`config.mk`:
```
export PLATFORM = sky130hd
export DESIGN_NAME = if_fetch_buf
export DESIGN_NICKNAME = d
export VERILOG_FILES = /design/src/rtl/if_fetch_buf.sv
export SDC_FILE = /design/constraint.sdc
export NUM_CORES = 1
export LEC_CHECK = 0
export BUFFER_PORTS_ARGS = -buffer_cell sky130_fd_sc_hd__buf_2
export CORE_ASPECT_RATIO = 1.4
export CORE_MARGIN = 2
export CORE_UTILIZATION = 60
export CTS_BUF_LIST = sky130_fd_sc_hd__clkbuf_8
export DETAILED_ROUTE_END_ITERATION = 8
export PLACE_DENSITY_LB_ADDON = 0.15
export SYNTH_ARGS = -nofsm -noshare
export SYNTH_HDL_FRONTEND = slang
export SYNTH_SLANG_ARGS = --single-unit
```
`constraint.sdc`:
```
create_clock -name clk -period 8.4 [get_ports clk]
set_clock_uncertainty 0.2 [all_clocks]
set_input_delay 0.84 -clock clk [delete_from_list [all_inputs] [get_ports clk]]
set_output_delay 0.84 -clock clk [all_outputs]
set_load 0.01 [all_outputs]
```
`src/rtl/if_fetch_buf.sv`:
```
// Instruction fetch stage: single-outstanding instruction bus requests feeding a prefetch FIFO read by ID.
// Optional build macro IF_PERF_CNT_EN adds perf_fetch_cnt / perf_drop_cnt outputs.
//   state     | meaning
//   S_RUN     | free to issue the next fetch, or push a pending misaligned-target entry
//   S_WAIT    | request outstanding, waiting for ibus_ack
//   S_DISCARD | response still outstanding but its data is unwanted
//   S_HALT    | fault or interrupt taken, idle until pip_flush
module if_fetch_buf #(
  parameter int                     IADDR_WIDTH = 64,
  parameter int                     FIFO_DEPTH  = 4,
  parameter logic [IADDR_WIDTH-1:0] RESET_PC    = '0
) (
  input  logic                   clk,
  input  logic                   rst,
  input  logic                   pip_flush,
  input  logic [IADDR_WIDTH-1:0] flush_pc,
  input  logic                   int_req,
  output logic                   ibus_req,
  output logic [IADDR_WIDTH-1:0] ibus_addr,
  input  logic                   ibus_ack,
  input  logic [31:0]            ibus_rdata,
  input  logic                   ibus_err,
  input  logic                   ibus_pf,
  output logic                   id_valid,
  input  logic                   id_ready,
  output logic [31:0]            id_ins,
  output logic [IADDR_WIDTH-1:0] id_pc,
  output logic                   id_ins_acc_fault,
  output logic                   id_ins_page_fault,
  output logic                   id_ins_addr_mis,
  output logic                   id_int_acc
`ifdef IF_PERF_CNT_EN
  ,
  output logic [31:0]            perf_fetch_cnt,
  output logic [31:0]            perf_drop_cnt
`endif
);

  localparam int          PW  = $clog2(FIFO_DEPTH);
  localparam logic [31:0] NOP = 32'h0000_0013;

  typedef logic [PW-1:0] ptr_t;
  typedef logic [PW:0]   cnt_t;
  typedef enum logic [1:0] {S_RUN, S_WAIT, S_DISCARD, S_HALT} state_t;

  state_t                 state, state_nxt;
  logic [IADDR_WIDTH-1:0] fetch_pc;
  ptr_t                   rd_ptr, wr_ptr;
  cnt_t                   count;
  logic                   mis_pend, int_tag, halt_after;
  logic                   ack_push, mis_push, ack_drop, int_take;
  logic                   push, pop, has_room;

  logic [31:0]            mem_ins [FIFO_DEPTH];
  logic [IADDR_WIDTH-1:0] mem_pc  [FIFO_DEPTH];
  logic [2:0]             mem_tag [FIFO_DEPTH];

  assign id_valid  = (count != '0);
  assign pop       = id_valid & id_ready;
  assign has_room  = (count < cnt_t'(FIFO_DEPTH));
  assign push      = ack_push | mis_push;
  assign ibus_addr = fetch_pc;

  always_ff @(posedge clk) begin
    if (rst) state <= S_RUN;
    else     state <= state_nxt;
  end

  always_comb begin
    state_nxt = state;
    ibus_req  = 1'b0;
    ack_push  = 1'b0;
    mis_push  = 1'b0;
    ack_drop  = 1'b0;
    int_take  = id_valid & int_req & ((state == S_RUN) | (state == S_WAIT));
    case (state)
      S_RUN: begin
        if (mis_pend) begin
          mis_push  = 1'b1;
          state_nxt = S_HALT;
        end else if (int_take) begin
          state_nxt = S_HALT;
        end else if (has_room) begin
          ibus_req  = 1'b1;
          state_nxt = S_WAIT;
        end
      end
      S_WAIT: begin
        ibus_req = 1'b1;
        // Interrupt taken mid-fetch: the response still has to be swallowed before halting
        if (int_take) begin
          ack_drop  = ibus_ack;
          state_nxt = ibus_ack ? S_HALT : S_DISCARD;
        end else if (ibus_ack) begin
          ack_push  = 1'b1;
          state_nxt = (ibus_err | ibus_pf) ? S_HALT : S_RUN;
        end
      end
      S_DISCARD: begin
        if (ibus_ack) begin
          ack_drop  = 1'b1;
          state_nxt = halt_after ? S_HALT : S_RUN;
        end
      end
      default: ;
    endcase
    if (pip_flush) begin
      if (state == S_RUN) ibus_req = 1'b0;
      ack_push  = 1'b0;
      mis_push  = 1'b0;
      int_take  = 1'b0;
      ack_drop  = ibus_ack & ((state == S_WAIT) | (state == S_DISCARD));
      state_nxt = (((state == S_WAIT) | (state == S_DISCARD)) & ~ibus_ack) ? S_DISCARD : S_RUN;
    end
    if (rst) begin
      ibus_req  = 1'b0;
      ack_push  = 1'b0;
      mis_push  = 1'b0;
      ack_drop  = 1'b0;
      int_take  = 1'b0;
      state_nxt = S_RUN;
    end
  end

  always_ff @(posedge clk) begin
    if (rst) begin
      fetch_pc   <= RESET_PC;
      rd_ptr     <= '0;
      wr_ptr     <= '0;
      count      <= '0;
      mis_pend   <= 1'b0;
      int_tag    <= 1'b0;
      halt_after <= 1'b0;
    end else if (pip_flush) begin
      fetch_pc   <= flush_pc;
      rd_ptr     <= '0;
      wr_ptr     <= '0;
      count      <= '0;
      mis_pend   <= |flush_pc[1:0];
      int_tag    <= 1'b0;
      halt_after <= 1'b0;
    end else begin
      if (ack_push) fetch_pc <= fetch_pc + IADDR_WIDTH'(4);
      if (mis_push) mis_pend <= 1'b0;
      if (state == S_DISCARD && ibus_ack) halt_after <= 1'b0;
      // On interrupt keep only the tagged head; everything behind it is dropped
      if (int_take) begin
        halt_after <= (state == S_WAIT) & ~ibus_ack;
        int_tag    <= ~pop;
        wr_ptr     <= rd_ptr + ptr_t'(1);
        count      <= pop ? cnt_t'(0) : cnt_t'(1);
        if (pop) rd_ptr <= rd_ptr + ptr_t'(1);
      end else begin
        if (push) wr_ptr <= wr_ptr + ptr_t'(1);
        if (pop) begin
          rd_ptr  <= rd_ptr + ptr_t'(1);
          int_tag <= 1'b0;
        end
        count <= count + cnt_t'(push) - cnt_t'(pop);
      end
    end
  end

  always_ff @(posedge clk) begin
    if (push) begin
      mem_pc[wr_ptr] <= fetch_pc;
      if (mis_push) begin
        mem_ins[wr_ptr] <= NOP;
        mem_tag[wr_ptr] <= 3'b001;
      end else begin
        mem_ins[wr_ptr] <= (ibus_err | ibus_pf) ? NOP : ibus_rdata;
        mem_tag[wr_ptr] <= {ibus_err, ibus_pf, 1'b0};
      end
    end
  end

  assign id_ins     = id_valid ? mem_ins[rd_ptr] : 32'h0;
  assign id_pc      = id_valid ? mem_pc[rd_ptr] : '0;
  assign {id_ins_acc_fault, id_ins_page_fault, id_ins_addr_mis} = id_valid ? mem_tag[rd_ptr] : 3'b000;
  assign id_int_acc = id_valid & (int_tag | int_take);

`ifdef IF_PERF_CNT_EN
  logic [31:0] flush_clr;
  assign flush_clr = pip_flush ? 32'(count - cnt_t'(pop)) : 32'h0;

  always_ff @(posedge clk) begin
    if (rst) begin
      perf_fetch_cnt <= 32'h0;
      perf_drop_cnt  <= 32'h0;
    end else begin
      perf_fetch_cnt <= perf_fetch_cnt + 32'(ack_push);
      perf_drop_cnt  <= perf_drop_cnt + 32'(ack_drop) + flush_clr;
    end
  end
`endif

endmodule
```
==> results.toml <==
[outcome]
status = "finished, final reports clean"

[power]
p_int_uw = 3660
sw_frac_of_total = 0.234
leakagePower_uw = 0.00811
pwr-share-clk = 0.360
power_frac_seq = 0.558
p_sw_uw = 1120
powerDensity_nw_per_um2 = 210
pwr-share-comb = 0.082
vdd_drop_max_mv = 0.176

[synthesis]
ys_warn_count = 0
synth_common_cells = "396 x edfxtp_1, 138 x and2_1, 99 x mux4_2"
synth_area_um2 = 19800
ys_ff_latch = 474
ys.flop_type = "edfxtp_1"
async_flop_share = 0
ys_seq_area_frac = 0.681
synth-edff-count = 396
avgSynthCellArea_um2 = 15.8
syn_inst = 1249
yosysTopAreaCellShare = 0.602
synth_cell_types = 61
post-synth-top-count-cell = "edfxtp_1"
syn_nets = 1364
post-synth-top-area-cell = "edfxtp_1"
synth_area_leaders = "edfxtp_1 60%, mux4_2 11%, dfxtp_1 7.9%, and2_1 4.4%, nor2_1 1.4%"

[floorplanning]
fp.dieH_um = 219
initial_core_util = 0.610
num_rows = 78
pin_count = 270
die_width_um = 157
core_um2 = 32400
die_area_um2 = 34400

[clock_tree]
hold_buffers = 0
htreeDepth = 3
cts-root-buf = "clkbuf_8"
clkSinkCount = 474
cts_buffer_depth = 3
clk_latency_ns = 0.60
clk_pin_slew_worst_paths_ns = 0.06
post_cts_buffers = 0
cts_buffers = 69
tritoncts = "done"
cts_resized = 0

[sta]
tns_ns = 0
rsz0062_at_grt = "no"
fin_ws_ns = 3.85
fin_crit_sh = 0.542
setup_viol = 0
max_clock_freq_mhz = 220
maxSlewHeadroom = 0.294
tightest_slew_ns = 1.05
report.final.slew_viol_count = 0
period_minus_slack_ns = 4.55
hold_viol = 0

[setup_path]
crit_type = "in2reg"
crit_fanout = 52
worst_setup_path_end_kind = "flip-flop"
critPathLaunchType = "primary input"
cp.arrival_ns = 4.55
critPathRequiredTime_ns = 8.40

[global_route]
grt_pass1_vias = 12000
grt_overflow = 0
grt_pass1_wl_mm = 68.2
antenna_found_initial = 1
grt_max_degree = 103
grt_usage = 0.265

[drt]
drt-total-wl_mm = 45.0
drt-pass1-iter-count = 5
drc = 0
ant_nets = 0
detail_route.iter0.violations = 1010
vias_per_cell = 6.06
wl_per_cell_um = 22.3
via_count = 12200

[layout]
nNetsFinal = 1639
layout.area.seq_um2 = 13500
num-fill-cells = 2263
final_util = 0.702
fin_cells = 2015
layout-drive-gt1-share = 0.309
antenna_cells = 0
syn_to_final_growth_pct = 15.2
multi_input_area_um2 = 5970

[min_path]
hold_class = "reg2reg"

[place]
portBuffers = 269
dpl.cell_count = 1893
gp_congestion = 0.825
dp_worst_setup_slack_ns = 3.28
hpwlAfterDp_mm = 28.2

[flow_run]
drv_cap = 0
## final cells by class
cell class                 instances  area share
inverter                          16     0.00264
clock buffer                      76      0.0460
tap                              440      0.0242
timing repair buffer             280      0.0628
multi-input combinational        683       0.262
sequential                       474       0.592
clock inverter                    46      0.0104
## worst max-delay path, stage by stage
cell and delay [ns]:
buf_2 0.09, buf_4 0.30, inv_1 0.70, nand2_1 0.46
a21oi_1 0.56, and2_4 0.81, buf_4 0.68
## power by group through the flow
| stage | clock network [µW] | registers, µW | logic, µW |
|---|---|---|---|
| finish | 1720 | 2670 | 392 |
| global route | 1850 | 2670 | 427 |
| CTS | 1750 | 2670 | 397 |
| detailed placement | 0 | 2720 | 395 |
| global placement | 0 | 2710 | 389 |
| floorplan | 0 | 2700 | 235 |
## final timing paths
check | startpoint | endpoint | slack, ns | cells after the start
setup / recovery | rst | mem_ins[3][27] | 3.85 | 7
hold / removal | int_tag | int_tag | 0.30 | 2
setup reg to reg | state[1] | mem_ins[3][27] | 4.42 | 7
hold reg to reg | int_tag | int_tag | 0.30 | 2
## placed cells by master, fill, tap and decap left out, types with 6 or more instances in the layout
cell type and n:
a211oi_1 23, a21oi_1 9, a311oi_1 27, and2_1 134, and3_1 20, and4_1 13
buf_2 269, buf_4 11, clkbuf_8 76, clkinv_1 13, clkinv_2 10, dfxtp_1 76
edfxtp_1 396, ha_1 10, inv_1 36, mux4_2 99, nand2_1 37, nand3_1 26
nand4_1 26, nor2_1 76, nor3_1 16, nor4_1 9, nor4b_1 6, o21ai_0 29
o31ai_1 12, or3_1 6, or4_1 14, xnor2_1 14, xor2_1 8
## through the flow
| stage | power (µW) | instance area (µm²) | hold WS [ns] |
|---|---|---|---|
| global route | 4950 | 22800 | 0.303 |
| detailed placement | 3110 | 21500 | 0.288 |
| finish | 4780 | 22800 | 0.296 |
| CTS | 4810 | 22800 | 0.288 |
| global placement | 3100 | 21500 | 0.283 |
| floorplan | 2930 | 19800 | 0.269 |
## sequential cells by signal, indices dropped and copies added, names as in the netlist, named ones only
register	count
ibus_addr	64
mis_pend	1
wr_ptr	2
mem_tag	12
halt_after	1
int_tag	1
state	2
rd_ptr	2
mem_pc	256
mem_ins	128
count	3
## logic make-up after synthesis
kind of cell	count (synthesis)	synth area share
flops	474	0.681
simple gates	412	0.119
compound gates	134	0.0502
mux	104	0.115
buf+inv	92	0.0179
xor+xnor	22	0.00975
fa+ha+maj	11	0.00735
## metal layers
metal,GRT usage,share of wire
met1,0.352,0.39
met4,0.104,0.030
met2,0.438,0.51
met5,0,0.00029
met3,0.0480,0.074
Note: power is estimated with default switching activity, not from simulation.
